<file path="src/rtl/phy_rx_deserializer_pkg.sv">
`default_nettype none
// ============================================================================
// Module   : phy_rx_deserializer_pkg
// Brief    : Shared PHY symbol constants, FSM encoding and lane helpers.
// Revision : 1.0 - initial release
// ============================================================================
package phy_rx_deserializer_pkg;

    localparam int         c_WIDTH      = 8;
    localparam logic [7:0] c_BC_SYM     = 8'hBC;
    localparam logic [7:0] c_IDLE_SYM   = c_BC_SYM;
    localparam int         c_LOCK_COUNT = 4;
    localparam int         c_NUM_LANES  = 4;

    typedef logic [1:0] rx_state_t;
    typedef logic [1:0] lane_idx_t;

    localparam rx_state_t c_ST_SEARCH = 2'd0;
    localparam rx_state_t c_ST_ALIGN  = 2'd1;
    localparam rx_state_t c_ST_ACTIVE = 2'd2;

    localparam lane_idx_t c_LAST_LANE = 2'd3;

    // Round-robin lane order matches the TX TDM mux: 0,1,2,3,0,...
    function automatic lane_idx_t next_lane(input lane_idx_t lane);
        return lane + 2'd1;
    endfunction

endpackage
`default_nettype wire

</file>
<file path="src/rtl/phy_rx_deserializer_if.sv">
`default_nettype none
// ============================================================================
// Module   : phy_rx_deserializer_if
// Brief    : Serial input and 4-lane deserialized output bus of the RX PHY.
// Revision : 1.0 - initial release
// ============================================================================
interface phy_rx_deserializer_if
    import phy_rx_deserializer_pkg::*;
#(
    parameter int WIDTH = c_WIDTH
);

    logic             data_in;
    logic [WIDTH-1:0] byte_out;
    logic             byte_valid;
    logic [WIDTH-1:0] data_out0;
    logic [WIDTH-1:0] data_out1;
    logic [WIDTH-1:0] data_out2;
    logic [WIDTH-1:0] data_out3;
    logic             valid_out0;
    logic             valid_out1;
    logic             valid_out2;
    logic             valid_out3;
    logic             frame_strobe;
    logic             active;
    logic             idle_out;

    modport master (
        input  data_in,
        output byte_out, byte_valid,
        output data_out0, data_out1, data_out2, data_out3,
        output valid_out0, valid_out1, valid_out2, valid_out3,
        output frame_strobe, active, idle_out
    );

    modport slave (
        output data_in,
        input  byte_out, byte_valid,
        input  data_out0, data_out1, data_out2, data_out3,
        input  valid_out0, valid_out1, valid_out2, valid_out3,
        input  frame_strobe, active, idle_out
    );

endinterface
`default_nettype wire

</file>
<file path="src/rtl/phy_rx_deserializer_rx_shift_align.sv">
`default_nettype none
// ============================================================================
// Module   : rx_shift_align
// Brief    : Serial shift register, BC-symbol byte alignment and lock FSM.
// Revision : 1.0 - initial release
// ============================================================================
module rx_shift_align
    import phy_rx_deserializer_pkg::*;
#(
    parameter int               WIDTH      = c_WIDTH,
    parameter logic [WIDTH-1:0] BC_SYM     = WIDTH'(c_BC_SYM),
    parameter int               LOCK_COUNT = c_LOCK_COUNT
) (
    input  logic             clk_32f,
    input  logic             reset,
    input  logic             data_in,
    output logic [WIDTH-1:0] sym,
    output logic             sym_stb,
    output logic             active
);

    localparam int c_CNT_W = (WIDTH > 1) ? $clog2(WIDTH) : 1;
    localparam int c_BCC_W = (LOCK_COUNT > 1) ? $clog2(LOCK_COUNT + 1) : 1;

    localparam logic [c_CNT_W-1:0] c_LAST_BIT = c_CNT_W'(WIDTH - 1);
    localparam logic [c_CNT_W-1:0] c_BIT_ONE  = c_CNT_W'(1);
    localparam logic [c_BCC_W-1:0] c_BCC_ONE  = c_BCC_W'(1);
    localparam logic [c_BCC_W-1:0] c_LOCK_CNT = c_BCC_W'(LOCK_COUNT);

    rx_state_t          r_state;
    logic [WIDTH-1:0]   r_shift;
    logic [c_CNT_W-1:0] r_bit_cnt;
    logic [c_BCC_W-1:0] r_bc_cnt;
    logic [WIDTH-1:0]   r_sym;
    logic               r_sym_stb;
    logic               r_active;

    logic [WIDTH-1:0]   w_shift_nxt;
    logic               w_is_bc;
    logic               w_boundary;
    logic [c_BCC_W-1:0] w_bc_cnt_inc;

    // The window includes the bit sampled on this edge, so a match marks
    // the edge on which the last bit of the symbol arrives.
    assign w_shift_nxt  = {r_shift[WIDTH-2:0], data_in};
    assign w_is_bc      = (w_shift_nxt == BC_SYM);
    assign w_boundary   = (r_bit_cnt == c_LAST_BIT);
    assign w_bc_cnt_inc = r_bc_cnt + c_BCC_ONE;

    always_ff @(posedge clk_32f or negedge reset) begin
        if (!reset) begin
            r_state   <= c_ST_SEARCH;
            r_shift   <= '0;
            r_bit_cnt <= '0;
            r_bc_cnt  <= '0;
            r_sym     <= '0;
            r_sym_stb <= 1'b0;
            r_active  <= 1'b0;
        end else begin
            r_shift   <= w_shift_nxt;
            r_sym_stb <= 1'b0;
            r_bit_cnt <= w_boundary ? '0 : (r_bit_cnt + c_BIT_ONE);

            case (r_state)
                c_ST_SEARCH: begin
                    if (w_is_bc) begin
                        r_bit_cnt <= '0;
                        r_bc_cnt  <= c_BCC_ONE;
                        if (c_BCC_ONE == c_LOCK_CNT) begin
                            r_state  <= c_ST_ACTIVE;
                            r_active <= 1'b1;
                        end else begin
                            r_state  <= c_ST_ALIGN;
                        end
                    end
                end
                c_ST_ALIGN: begin
                    if (w_boundary) begin
                        if (w_is_bc) begin
                            r_bc_cnt <= w_bc_cnt_inc;
                            if (w_bc_cnt_inc == c_LOCK_CNT) begin
                                r_state  <= c_ST_ACTIVE;
                                r_active <= 1'b1;
                            end
                        end else begin
                            r_state  <= c_ST_SEARCH;
                            r_bc_cnt <= '0;
                        end
                    end
                end
                c_ST_ACTIVE: begin
                    // Alignment is frozen: only boundary windows are forwarded.
                    if (w_boundary) begin
                        r_sym     <= w_shift_nxt;
                        r_sym_stb <= 1'b1;
                    end
                end
                default: begin
                    r_state <= c_ST_SEARCH;
                end
            endcase
        end
    end

    assign sym     = r_sym;
    assign sym_stb = r_sym_stb;
    assign active  = r_active;

endmodule
`default_nettype wire

</file>
<file path="src/rtl/phy_rx_deserializer.sv">
`default_nettype none
// ============================================================================
// Module   : phy_rx_deserializer
// Brief    : RX PHY: aligned symbols classified and demuxed onto 4 byte lanes.
// Revision : 1.0 - initial release
// ============================================================================
module phy_rx_deserializer
    import phy_rx_deserializer_pkg::*;
#(
    parameter int               WIDTH      = c_WIDTH,
    parameter logic [WIDTH-1:0] BC_SYM     = WIDTH'(c_BC_SYM),
    parameter int               LOCK_COUNT = c_LOCK_COUNT
) (
    input  logic                  clk_32f,
    input  logic                  reset,
    phy_rx_deserializer_if.master bus
);

    logic [WIDTH-1:0] w_sym;
    logic             w_sym_stb;
    logic             w_lock;
    logic             w_is_data;

    logic [WIDTH-1:0] r_byte;
    logic             r_byte_valid;
    logic             r_idle;
    logic             r_frame_strobe;
    logic             r_active;
    lane_idx_t        r_lane_ptr;

    rx_shift_align #(
        .WIDTH      (WIDTH),
        .BC_SYM     (BC_SYM),
        .LOCK_COUNT (LOCK_COUNT)
    ) u_shift_align (
        .clk_32f (clk_32f),
        .reset   (reset),
        .data_in (bus.data_in),
        .sym     (w_sym),
        .sym_stb (w_sym_stb),
        .active  (w_lock)
    );

    assign w_is_data = (w_sym != BC_SYM);

    always_ff @(posedge clk_32f or negedge reset) begin
        if (!reset) begin
            r_byte         <= '0;
            r_byte_valid   <= 1'b0;
            r_idle         <= 1'b0;
            r_frame_strobe <= 1'b0;
            r_active       <= 1'b0;
            r_lane_ptr     <= '0;
        end else begin
            r_active       <= w_lock;
            r_byte_valid   <= 1'b0;
            r_frame_strobe <= 1'b0;
            if (!w_lock) begin
                r_lane_ptr <= '0;
            end else if (w_sym_stb) begin
                // BC symbols still consume a slot so lanes stay in TX mux order.
                r_byte         <= w_sym;
                r_byte_valid   <= w_is_data;
                r_idle         <= !w_is_data;
                r_frame_strobe <= (r_lane_ptr == c_LAST_LANE);
                r_lane_ptr     <= next_lane(r_lane_ptr);
            end
        end
    end

    for (genvar i = 0; i < c_NUM_LANES; i++) begin : g_lane
        logic [WIDTH-1:0] r_data;
        logic             r_valid;

        always_ff @(posedge clk_32f or negedge reset) begin
            if (!reset) begin
                r_data  <= '0;
                r_valid <= 1'b0;
            end else if (w_sym_stb && (r_lane_ptr == lane_idx_t'(i))) begin
                r_valid <= w_is_data;
                if (w_is_data) begin
                    r_data <= w_sym;
                end
            end
        end
    end

    assign bus.byte_out     = r_byte;
    assign bus.byte_valid   = r_byte_valid;
    assign bus.idle_out     = r_idle;
    assign bus.frame_strobe = r_frame_strobe;
    assign bus.active       = r_active;
    assign bus.data_out0    = g_lane[0].r_data;
    assign bus.data_out1    = g_lane[1].r_data;
    assign bus.data_out2    = g_lane[2].r_data;
    assign bus.data_out3    = g_lane[3].r_data;
    assign bus.valid_out0   = g_lane[0].r_valid;
    assign bus.valid_out1   = g_lane[1].r_valid;
    assign bus.valid_out2   = g_lane[2].r_valid;
    assign bus.valid_out3   = g_lane[3].r_valid;

endmodule
`default_nettype wire
</file>
<file path="src/flat_wrapper.sv">
// flat-port wrapper written by rule: the top's interface ports become plain ports
module phy_rx_deserializer_flat import phy_rx_deserializer_pkg::*;
#(
    parameter int               WIDTH      = c_WIDTH,
    parameter logic [WIDTH-1:0] BC_SYM     = WIDTH'(c_BC_SYM),
    parameter int               LOCK_COUNT = c_LOCK_COUNT
)
  (clk_32f, reset, bus_data_in, bus_byte_out, bus_byte_valid, bus_data_out0, bus_data_out1, bus_data_out2, bus_data_out3, bus_valid_out0, bus_valid_out1, bus_valid_out2, bus_valid_out3, bus_frame_strobe, bus_active, bus_idle_out);
  phy_rx_deserializer_if #(.WIDTH(WIDTH)) bus_i ();
  input  logic clk_32f;
  input  logic reset;
  input wire logic [$bits(bus_i.data_in)-1:0] bus_data_in;
  output wire logic [$bits(bus_i.byte_out)-1:0] bus_byte_out;
  output wire logic [$bits(bus_i.byte_valid)-1:0] bus_byte_valid;
  output wire logic [$bits(bus_i.data_out0)-1:0] bus_data_out0;
  output wire logic [$bits(bus_i.data_out1)-1:0] bus_data_out1;
  output wire logic [$bits(bus_i.data_out2)-1:0] bus_data_out2;
  output wire logic [$bits(bus_i.data_out3)-1:0] bus_data_out3;
  output wire logic [$bits(bus_i.valid_out0)-1:0] bus_valid_out0;
  output wire logic [$bits(bus_i.valid_out1)-1:0] bus_valid_out1;
  output wire logic [$bits(bus_i.valid_out2)-1:0] bus_valid_out2;
  output wire logic [$bits(bus_i.valid_out3)-1:0] bus_valid_out3;
  output wire logic [$bits(bus_i.frame_strobe)-1:0] bus_frame_strobe;
  output wire logic [$bits(bus_i.active)-1:0] bus_active;
  output wire logic [$bits(bus_i.idle_out)-1:0] bus_idle_out;
  assign bus_i.data_in = bus_data_in;
  assign bus_byte_out = bus_i.byte_out;
  assign bus_byte_valid = bus_i.byte_valid;
  assign bus_data_out0 = bus_i.data_out0;
  assign bus_data_out1 = bus_i.data_out1;
  assign bus_data_out2 = bus_i.data_out2;
  assign bus_data_out3 = bus_i.data_out3;
  assign bus_valid_out0 = bus_i.valid_out0;
  assign bus_valid_out1 = bus_i.valid_out1;
  assign bus_valid_out2 = bus_i.valid_out2;
  assign bus_valid_out3 = bus_i.valid_out3;
  assign bus_frame_strobe = bus_i.frame_strobe;
  assign bus_active = bus_i.active;
  assign bus_idle_out = bus_i.idle_out;
  phy_rx_deserializer #(.WIDTH(WIDTH), .BC_SYM(BC_SYM), .LOCK_COUNT(LOCK_COUNT)) u_core (.clk_32f(clk_32f), .reset(reset), .bus(bus_i));
endmodule
</file>
<file path="config.mk">
export PLATFORM = sky130hd
export DESIGN_NAME = phy_rx_deserializer_flat
export DESIGN_NICKNAME = d
export VERILOG_FILES = /design/src/rtl/phy_rx_deserializer_pkg.sv /design/src/rtl/phy_rx_deserializer_if.sv /design/src/rtl/phy_rx_deserializer_rx_shift_align.sv /design/src/rtl/phy_rx_deserializer.sv /design/src/flat_wrapper.sv
export SDC_FILE = /design/constraint.sdc
export NUM_CORES = 1
export LEC_CHECK = 0
export ABC_AREA = 1
export BUFFER_PORTS_ARGS = -buffer_cell sky130_fd_sc_hd__clkbuf_2
export CORE_UTILIZATION = 30
export CTS_CLUSTER_SIZE = 10
export DETAILED_ROUTE_END_ITERATION = 16
export PLACE_DENSITY_LB_ADDON = 0.2
export SKIP_CTS_REPAIR_TIMING = 1
export SLEW_MARGIN = 10
export SYNTH_ARGS = -nofsm -noshare
export SYNTH_HDL_FRONTEND = slang
export SYNTH_HIERARCHICAL = 1
export SYNTH_SLANG_ARGS = --single-unit
</file>
<file path="constraint.sdc">
create_clock -name clk_32f -period 1.4 [get_ports clk_32f]
set_input_delay 0.07 -clock clk_32f [delete_from_list [all_inputs] [get_ports clk_32f]]
set_output_delay 0.07 -clock clk_32f [all_outputs]
set_load 0.02 [all_outputs]
</file>
; ---- After elaboration in Yosys (flattened, before gate mapping)
; Cells that the tools add are included.
[classes]
add_sub_neg = 3
bitwise = 1
n_eq_ne = 13
n_div = 0
n_shift = 0
mux = 20
n_mul = 0
reduce_logical = 17
magnitude_cmp = 0
[ops]
columns = op, n
row1 = 2-to-1 mux 3 bit, 6
row2 = 2-to-1 mux 2 bit, 6
row3 = AND reduction 2 bit, 6
row4 = "== test 8 bit, second input constant", 1
row5 = "!= test 8 bit, second input constant", 1
row6 = AND reduction 4 bit, 2
row7 = "adder 3 x 1 -> 3 bit, second input constant", 2
row8 = "== test 2 bit, second input constant", 3
row9 = "== test 3 bit, second input constant", 2
row10 = 2-to-1 mux 1 bit, 6
row11 = "!= test 2 bit, second input constant", 3
row12 = one-hot mux 2 bit (3 select lines), 1
row13 = one-hot mux 3 bit (2 select lines), 1
row14 = "== test 2 x 1 -> 1 bit, second input constant", 2
row15 = logical AND 1 bit, 4
row16 = logical NOT 2 bit, 2
row17 = "!= test 3 bit, second input constant", 1
row18 = AND reduction 3 bit, 1
row19 = "adder 2 x 1 -> 2 bit, second input constant", 1
row20 = nonzero test 2 bit, 1
row21 = logical NOT 1 bit, 1
row22 = NOT 1 bit, 1
[totals]
ff_bits = 75
rom_bits = 0
inputBits = 3
out_inout_bits = 48
elab_cells = 75
latch_bits = 0
memories = 0
ram_bits = 0

; ---- Depth between registers and ports, before layout
; Gate-level depths: netlist of the first run.
[depth]
depth_word = 6
depth_mapped = 8

; ---- Modules after synthesis
; The synthesis of the first run kept the hierarchy.
[modules_own_cells]
columns = module, seq_area_each_um2, cells_per_inst, area_each_um2, n_inst
row1 = phy_rx_deserializer, 1251.2, 220, 2016.9, 1
row2 = rx_shift_align, 625.6, 114, 1089.8, 1

; ---- Worst setup path before layout of the first run
; OpenSTA, ideal clock, no wires.
[synth_path]
path_type = reg-to-reg
from = reg u_core.u_shift_align.r_bit_cnt[0]
to = reg u_core.u_shift_align.r_sym[7], in the netlist u_core/u_shift_align/sym[7]
path_stages_with_launch = 9
setup_ns = 0.118
t_arrival_ns = 1.170
required_time_ns = 1.282
synth_period_minus_slack_ns = 1.288
path_slack_ns = 0.112
cell_sequence = dfrtp_1 -> ha_1 -> ha_1 -> inv_1 -> nor2_4 -> inv_2 -> buf_6 -> nand2_1 -> o21ai_2
[synth_via]
elab_chain_cells = 2
[synth_lines]
columns = element, line
row1 = "start, declared", phy_rx_deserializer_rx_shift_align.sv:32  ; logic [c_CNT_W-1:0] r_bit_cnt;
row2 = "start signal, assigned", phy_rx_deserializer_rx_shift_align.sv:62  ; r_bit_cnt <= w_boundary ? '0 : (r_bit_cnt + c_BIT_ONE);
row3 = == test 3 bit, phy_rx_deserializer_rx_shift_align.sv:47  ; assign w_boundary = (r_bit_cnt == c_LAST_BIT);
row4 = AND reduction 2 bit (no line), n/a
row5 = "end signal, assigned", phy_rx_deserializer_rx_shift_align.sv:94  ; r_sym <= w_shift_nxt;
row6 = "end, declared", phy_rx_deserializer_rx_shift_align.sv:34  ; logic [WIDTH-1:0] r_sym;
; No other way between the ends.
; A chain may end at the register's enable or synchronous reset.

; ---- Worst setup path after layout of the first run
[layout_path]
from = reg u_core.u_shift_align.r_bit_cnt[0]
to = reg u_core.u_shift_align.r_sym[1], in the netlist u_core/u_shift_align/sym[1]
; The elaborated chain is that of the path after synthesis.

==> metrics.yaml, run 1 <==
outcome:
  status: "complete, no violations"
yosys:
  synthTopCellsByCount: "nand2_1 (140), dfrtp_1 (75), nand3_1 (40)"
  yosys_most_used_dff: "dfrtp_1"
  ys_warn_count: 6
  syn_inst: 334
  synth_edf_count: 0
  synthesis.area_um2: 3110
  synth_compound_area_share_pct: 2.42
  synth_cell_type_count: 19
  synth_xor_xnor_area_share_pct: 0
  synth_top_area_share_pct: 60.4
  synthSimpleGateAreaFrac_pct: 29.0
  synth_most_common_cell: "nand2_1"
  ys_ff_latch: 75
  synth_nets: 345
  synth_top_cell_by_area: "dfrtp_1"
  avgSynthCellArea_um2: 9.30
  yosys-top-cells-area: "dfrtp_1 (60%), nand2_1 (17%), nand3_1 (6.4%), ha_1 (3.2%), inv_1 (2.5%)"
  synth_fa_ha_area_share_pct: 3.22
  synthArstFlopShare_pct: 100
  synthMuxAreaShare_pct: 0
  seq_area_frac_synth_pct: 60.4
  synth_top_family_by_area: "simple AND/OR/NAND/NOR gates"
clock_network:
  cts-root-buf: "clkbuf_8"
  cts-buffers-inserted: 9
  clock_latency_ps: 350
  cts_sinks: 75
  tritoncts: "built"
  path_clk_slew_ps: 80
  cts_buffer_depth: 2
  htree_levels: 3
floorplanning:
  die_h_um: 104
  die-area_um2: 10800
  die_w_um: 104
  core_area_um2: 9910
  pin_count: 51
  fp-row-count: 36
  start_util_pct: 31.4
grt:
  grt_max_degree: 76
  antenna_found_initial: 0
  grt_pass1_vias: 2295
  grt_usage_pct: 13.8
  grt_pass1_wl_um: 11600
  grt_remaining_overflow: 0
detailed_routing:
  dr_total_vias: 2420
  drc: 0
  detail-route-antenna-nets: 0
  wl_met1_um: 3280
  vias_per_cell: 4.42
  wl_um: 7220
  top_layer_used: "met4"
  drtIter0Drc: 71
  wl_met3_um: 336
  wl_met2_um: 3500
  dr.pass1.iters: 4
  routedWlPerCell_um: 13.2
setup_path:
  worst_ep_required_time_ps: 1640
  crit_path_start_kind: "register"
  crit_chain: "ha_1 > ha_2 > inv_2 > nor2_4 > inv_4 > nand2_1 > o21ai_2"
  path_class: "register to register"
  slowest_stage: "dfrtp_1"
  worst-path-max-fanout: 12
  end_kind: "register"
  cpPeakStageDelay_ps: 350
  cp.arrival_ps: 1530
pwr:
  power_mw: 4.26
  cellLeakagePower_nw: 2.03
  p_per_area_nw_per_um2: 1090
  vdd_ir_drop_max_uv: 483
finish:
  n_antenna_cell: 0
  layout-drive-gt1-share_pct: 28.2
  area_growth_pct: 26.0
  num-nets-final: 422
placed_design:
  dpl.hpwl_um: 4840
  port_buffers: 50
  gp_congestion: 0.803
  preCtsSetupSlack_ps: -25.7
sta:
  hold_viol: 0
  tightest_slew_ps: 403
  setup_viol: 0
  timing.fmax_mhz: 774
  finClkSkew_ps: 9.78
  rsz0062_at_grt: "no"
  finalSetupTns_ps: 0
  slew_headroom_pct: 73.2
  min_period_over_period_pct: 92.3
  worst_slack_ps: 108
  final_max_slew_viol_count: 0
  period_needed_ps: 1290
run:
  cap_violations: 0
hold_path:
  hp-class: "input pin to async pin"
[cell usage in the layout, fill, tap and decap left out, types with 4 or more instances in the layout]
| cell type | count |
|---|---|
| o21ai_2 | 4 |
| nand2_1 | 138 |
| dfrtp_1 | 75 |
| nand2_4 | 6 |
| nor2_1 | 8 |
| clkbuf_8 | 9 |
| nand2_2 | 6 |
| nor2_4 | 5 |
| nand3_1 | 40 |
| clkbuf_2 | 49 |
| inv_2 | 6 |
| buf_4 | 14 |
| ha_1 | 7 |
| o21ai_0 | 7 |
| inv_1 | 19 |
[final cells by class]
cell class | instances | area, um^2
flip-flops and latches | 75 | 1880
inverters | 28 | 115
well taps | 133 | 166
clock inverters | 6 | 66.3
repair inverters | 2 | 10.0
repair buffers | 67 | 410
clock buffers | 9 | 124
fillers | 1027 | 6000
multi-input cells | 228 | 1140
[per-layer routing]
layer	track usage [%]	up-vias
li1	-	1205
met3	3.84	11
met5	0	-
met1	17.8	1142
met4	4.69	0
met2	22.4	62
[report_power, final]
part           total (mW)  internal [mW]  switching [mW]
Sequential           2.30           2.25          0.0492
Combinational       0.341          0.105           0.236
Clock                1.62          0.819           0.805
Total                4.26           3.17            1.09
[critical path: cells and delay by family (launching register included)]
| family | cells | cell delay, ps |
|---|---|---|
| simple gates | 2 | 260 |
| flops | 1 | 350 |
| compound gates | 1 | 60 |
| buf+inv | 2 | 170 |
| fa+ha+maj | 2 | 350 |
[state kept, by name, indices dropped and copies added (netlist names)]
| register | count |
|---|---|
| u_core/u_shift_align/r_state | 2 |
| u_core/bus.valid_out2 | 1 |
| u_core/u_shift_align/sym_stb | 1 |
| u_core/u_shift_align/r_shift | 7 |
| u_core/bus.valid_out0 | 1 |
| u_core/u_shift_align/r_bc_cnt | 3 |
| u_core/r_lane_ptr | 2 |
| u_core/bus.valid_out3 | 1 |
| u_core/bus.data_out0 | 8 |
| u_core/bus.data_out3 | 8 |
| u_core/bus.data_out2 | 8 |
| u_core/bus.frame_strobe | 1 |
| u_core/bus.byte_out | 8 |
| u_core/bus.valid_out1 | 1 |
| u_core/bus.data_out1 | 8 |
| u_core/bus.active | 1 |
| u_core/bus.idle_out | 1 |
| u_core/bus.byte_valid | 1 |
| u_core/u_shift_align/active | 1 |
| u_core/u_shift_align/sym | 8 |
| u_core/u_shift_align/r_bit_cnt | 3 |
[worst paths after layout]
path                                                                  start                                         to  slack, ps  cells after the start
worst max-delay path            u_core/u_shift_align/r_bit_cnt[0]$_DFF_PN0_    u_core/u_shift_align/sym[1]$_DFFE_PN0P_        110                      7
worst min-delay path                                                  reset        u_core/bus.data_out1[2]$_DFFE_PN0P_        270                      3
worst max register to register  u_core/u_shift_align/r_bit_cnt[0]$_DFF_PN0_    u_core/u_shift_align/sym[1]$_DFFE_PN0P_        110                      7
worst min register to register    u_core/u_shift_align/r_shift[3]$_DFF_PN0_  u_core/u_shift_align/r_shift[4]$_DFF_PN0_        400                      0
max in group asynchronous                                             reset    u_core/u_shift_align/active$_DFFE_PN0P_        790                      3
min in group clk_32f              u_core/u_shift_align/r_shift[3]$_DFF_PN0_  u_core/u_shift_align/r_shift[4]$_DFF_PN0_        400                      0
[cell families (layout without fill, tap and decap cells)]
family / count (synthesis) / in the layout
buf+inv: 33 / 112
simple gates: 206 / 208
fa+ha+maj: 8 / 8
flops: 75 / 75
compound gates: 12 / 12
[per-stage QoR]
step           instances  hold WS, ps  util, %  instance area (um^2)
6_report             548          269     39.5                  3910
5_1_grt              548          293     39.5                  3910
4_1_cts              541         -273     38.2                  3780
3_5_place_dp         526          123     36.3                  3590
3_3_place_gp         526          122     36.3                  3590
2_1_floorplan        334         -226        -                  3110
(Power assumes the default switching activity.)
==> inputs of run 2 (changes only) <==
Settings changed: SYNTH_HIERARCHICAL 1 to not set.
==> metrics.yaml, run 2 <==
grt:
  busiest_layer: "met1"
  grt_usage_pct: 13.7
  grt_remaining_overflow: 0
  grtUsageMet3_pct: 4.35
  antenna_found_initial: 0
  grt.met2_usage_pct: 19.4
  grt_max_degree: 35
  grt_pass1_vias: 1923
  gr-usage-met1_pct: 19.4
  grt_pass1_wl_um: 10300
yosys:
  syn_inst: 294
  ys_ff_latch: 75
  avgSynthCellArea_um2: 10.1
  synth_cell_type_count: 21
  yosys-top-cells-area: "dfrtp_1 (63%), nand2_1 (11%), o21ai_0 (8.3%), inv_1 (3.5%), ha_1 (3.4%)"
  synth_nets: 305
  yosys_most_used_dff: "dfrtp_1"
  synth_top_cell_by_area: "dfrtp_1"
  synth_top_area_share_pct: 63.2
  synth_most_common_cell: "nand2_1"
  synthTopCellsByCount: "nand2_1 (90), dfrtp_1 (75), o21ai_0 (49)"
  seq_area_frac_synth_pct: 63.2
  synth_edf_count: 0
  ys_warn_count: 0
  synthArstFlopShare_pct: 100
  synthesis.area_um2: 2970
outcome:
  status: "complete, no violations"
run:
  cap_violations: 0
clock_network:
  path_clk_slew_ps: 80
  clock_latency_ps: 350
  cts_sinks: 75
  cts-buffers-inserted: 9
  htree_levels: 3
  tritoncts: "built"
  cts_buffer_depth: 2
  cts-root-buf: "clkbuf_8"
detailed_routing:
  drtIter0Drc: 69
  dr.pass1.iters: 4
  drc: 0
  dr_total_vias: 2082
  vias_per_cell: 4.21
  detail-route-antenna-nets: 0
  wl_um: 6340
  routedWlPerCell_um: 12.8
setup_path:
  crit_chain: "ha_1 > ha_2 > inv_2 > nor2_4 > buf_12 > nand2_1 > o21ai_0"
  cp.arrival_ps: 1540
  critPathBufInv: 2
  crit_path_start_kind: "register"
  end_kind: "register"
  worst_ep_required_time_ps: 1630
  r2r_start: "u_core.u_shift_align.r_bit_cnt[0]$_DFF_PN0_"
  slowest_stage: "dfrtp_1"
  cpPeakStageDelay_ps: 380
  worst-path-max-fanout: 16
  path_class: "register to register"
  setup.worst_path.start: "u_core.u_shift_align.r_bit_cnt[0]$_DFF_PN0_"
  cpLargestDelayFamily: "adder cells"
pwr:
  p_int_mw: 3.23
  clkPwrFrac_pct: 39.9
  vdd_ir_drop_max_uv: 371
  p_sw_share_pct: 25.6
  p_comb_share_pct: 7.1
  seq_power_share_pct: 53.0
  p_per_area_nw_per_um2: 1180
  power_mw: 4.34
  power.switching_mw: 1.11
  cellLeakagePower_nw: 1.90
finish:
  layout-drive-gt1-share_pct: 26.6
  fillers: 944
  area_growth_pct: 23.5
  layout_commonest_cell: "nand2_1"
  n_antenna_cell: 0
  layout_common_cells: "nand2_1 (89), dfrtp_1 (75), o21ai_0 (49), clkbuf_2 (49), inv_1 (26)"
  num-nets-final: 371
placed_design:
  dpl.hpwl_um: 4270
  gp_congestion: 0.809
  port_buffers: 50
sta:
  rsz0062_at_grt: "no"
  finClkSkew_ps: 8.43
  final_max_slew_viol_count: 0
  setup_viol: 0
  hold_viol: 0
  timing.fmax_mhz: 763
  slew_headroom_pct: 69.3
  hold_ws_ps: 213
  min_period_over_period_pct: 93.6
  tightest_slew_ps: 460
  period_needed_ps: 1310
floorplanning:
  pin_count: 51
  die_w_um: 102
  die_h_um: 102
  die-area_um2: 10300
  start_util_pct: 31.6
  core_area_um2: 9420
  fp-row-count: 35
hold_path:
  hp-class: "input pin to async pin"
## run 2: power groups by stage
stage          Combinational (mW)  Sequential, mW  Clock, mW
2_1_floorplan              0.0788            2.41          0
3_3_place_gp                0.309            2.34          0
3_5_place_dp                0.312            2.34          0
4_1_cts                     0.313            2.30       1.81
5_1_grt                     0.352            2.31       1.90
6_report                    0.308            2.30       1.73
## run 2: stage by stage
stage | worst slack (ps) | TNS, ps | util [%] | instance area [um^2] | cells
after floorplan | 82.3 | 0 | - | 2970 | 294
after global placement | -30.1 | -195 | 35.9 | 3380 | 472
after detailed placement | -78.0 | -536 | 35.9 | 3380 | 472
after CTS | -99.0 | -690 | 38.2 | 3590 | 488
after global routing | 3.92 | 0 | 39.0 | 3670 | 494
final | 90.2 | 0 | 39.0 | 3670 | 494
## run 2: cell families after synthesis
family                   after synthesis  synth area share, %
AND/OR/NAND/NOR                      122                 18.4
flip-flops                            75                 63.2
AO/OA/AOI/OAI                         54                 9.60
buffers and inverters                 35                 5.47
adder cells (fa/ha/maj)                8                 3.37
## run 2: worst paths after layout
kind                                                            to  cells past startpoint  slack, ps
max                        u_core.u_shift_align.sym[4]$_DFFE_PN0P_                      7         90
min                             u_core.bus.byte_out[1]$_DFFE_PN0P_                      2        210
max in group asynchronous        u_core.bus.valid_out3$_DFFE_PN0N_                      3        650
max reg2reg                u_core.u_shift_align.sym[4]$_DFFE_PN0P_                      7         90
min in group clk_32f                   u_core.bus.active$_DFF_PN0_                      0        410
min reg2reg                            u_core.bus.active$_DFF_PN0_                      0        410
## run 2: worst reg2reg max path, delay by kind of cell (launching register included)
kind / cells / cell delay [ps]
AOI/OAI and AO/OA: 1 / 80
and+or+nand+nor: 2 / 110
adders and majority gates: 2 / 400
DFF: 1 / 380
buffers and inverters: 2 / 230
## run 2: metal layers
metal,share of wire [%],vias to the layer above
li1,-,1062
met1,51,957
met2,43,53
met3,5.4,10
met4,1.2,0
met5,0,-
## run 2: cell type report
cell class,instances,area [um^2],area share (%)
Tap cell,129,161,4.40
Sequential cell,75,1880,51.1
Clock inverter,6,72.6,1.98
Timing Repair Buffer,61,365,9.95
Inverter,29,109,2.97
Multi-Input combinational cell,184,948,25.8
Clock buffer,10,138,3.75
==> inputs of run 3 (changes only) <==
Clock period 1.4 ns to 1.52 ns, I/O delays scaled along.
==> metrics.yaml, run 3 (synthesis results as in run 2) <==
outcome:
  status: "complete, no violations"
floorplanning:
  die-area_um2: 10300
  die_h_um: 102
  fp-row-count: 35
  die_w_um: 102
  pin_count: 51
  core_area_um2: 9420
  start_util_pct: 31.6
clock_network:
  htree_levels: 3
  path_clk_slew_ps: 80
  cts_sinks: 75
  tritoncts: "built"
  cts-buffers-inserted: 9
  clock_latency_ps: 340
  cts-root-buf: "clkbuf_8"
  cts_buffer_depth: 2
detailed_routing:
  dr_total_vias: 2099
  wl_um: 6250
  drc: 0
  vias_per_cell: 4.28
  dr.pass1.iters: 5
  routedWlPerCell_um: 12.8
  detail-route-antenna-nets: 0
  drtIter0Drc: 73
placed_design:
  dpl.hpwl_um: 4320
  gp_congestion: 0.793
  port_buffers: 50
  placed_area_um2: 3370
sta:
  hold_viol: 0
  setup_viol: 0
  slew_headroom_pct: 72.4
  tightest_slew_ps: 414
  hold_ws_ps: 211
  period_needed_ps: 1360
  timing.fmax_mhz: 737
  min_period_over_period_pct: 89.3
  final_max_slew_viol_count: 0
  rsz0062_at_grt: "no"
  finClkSkew_ps: 8.46
finish:
  layout_commonest_cell: "nand2_1"
  fillers: 953
  area_growth_pct: 23.5
  layout-drive-gt1-share_pct: 24.9
  n_antenna_cell: 0
  design_area_um2: 3670
  num-nets-final: 367
  layout_common_cells: "nand2_1 (90), dfrtp_1 (75), o21ai_0 (49), clkbuf_2 (49), inv_1 (27)"
setup_path:
  r2r_start: "u_core.u_shift_align.r_bit_cnt[0]$_DFF_PN0_"
  critPathBufInv: 2
  worst_ep_required_time_ps: 1730
  crit_path_start_kind: "register"
  cp.depth: 7
  setup.worst_path.start: "u_core.u_shift_align.r_bit_cnt[0]$_DFF_PN0_"
  rrSetupSlack_ps: 160
  end_kind: "register"
  r2r_end: "u_core.u_shift_align.sym[4]$_DFFE_PN0P_"
  slowest_stage: "dfrtp_1"
  path_class: "register to register"
  cpLargestDelayFamily: "adder cells"
  crit_chain: "ha_1 > ha_1 > inv_2 > nor2_4 > buf_12 > nand2_1 > o21ai_0"
  cp.arrival_ps: 1570
  critical_path.most_common_cell: "ha_1"
  worst-path-max-fanout: 17
  cpPeakStageDelay_ps: 380
  r2r_cells: 7
pwr:
  vdd_ir_drop_max_uv: 580
  cellLeakagePower_nw: 1.90
  p_per_area_nw_per_um2: 1160
grt:
  antenna_found_initial: 0
  grt_pass1_wl_um: 9990
  grt_remaining_overflow: 0
  grt_pass1_vias: 1906
  grt_max_degree: 32
  grt_usage_pct: 13.2
run:
  cap_violations: 0
hold_path:
  hp-class: "input pin to async pin"
-- run 3: power breakdown --
part           switching [mW]  total, mW  internal (mW)
registers              0.0475       2.12           2.07
logic                   0.198      0.282         0.0837
clock network           0.727       1.87           1.14
total                   0.973       4.26           3.29
-- run 3: cell type report --
type                            instances  area (um^2)  share of cell area (%)
Tap cell                              129          161                    4.40
Clock inverter                          6          113                    3.07
Inverter                               29          109                    2.97
Clock buffer                           10          138                    3.75
Sequential cell                        75         1880                    51.1
Timing Repair Buffer                   57          335                    9.14
Multi-Input combinational cell        184          937                    25.5
-- run 3: worst max path at each step --
stage                                               to  slack [ps]
6_report       u_core.u_shift_align.sym[4]$_DFFE_PN0P_         160
5_1_grt        u_core.u_shift_align.sym[6]$_DFFE_PN0P_          10
4_1_cts        u_core.u_shift_align.sym[5]$_DFFE_PN0P_         -30
2_1_floorplan  u_core.u_shift_align.sym[7]$_DFFE_PN0P_         200
3_5_place_dp   u_core.u_shift_align.sym[4]$_DFFE_PN0P_         -20
3_3_place_gp   u_core.u_shift_align.sym[7]$_DFFE_PN0P_          80
-- run 3: per-layer routing --
metal  vias to the layer above  part of all wire, %  global-route usage [%]
li1                       1055                    -                       -
met1                       993                   49                    18.1
met2                        45                   44                    19.4
met3                         6                  5.5                    4.76
met4                         0                  1.2                    4.01
met5                         -                    0                       0
-- run 3: stage by stage --
stage | setup TNS, ps | setup WS (ps) | util, % | total power, mW | std cells
floorplan | 0 | 202 | - | 2.29 | 294
global placement | 0 | 80.2 | 35.8 | 2.44 | 471
detailed placement | -27.2 | -20.8 | 35.8 | 2.44 | 471
CTS | -145 | -34.5 | 38.5 | 4.33 | 487
global route | 0 | 13.0 | 39.0 | 4.45 | 490
finish | 0 | 163 | 39.0 | 4.26 | 490
-- run 3: worst reg2reg max path: cells and delay by family, from the launching register on --
| family | cells | cell delay, ps |
|---|---|---|
| DFF | 1 | 380 |
| buffers and inverters | 2 | 240 |
| and+or+nand+nor | 2 | 100 |
| AOI/OAI and AO/OA | 1 | 80 |
| adders and majority gates | 2 | 440 |
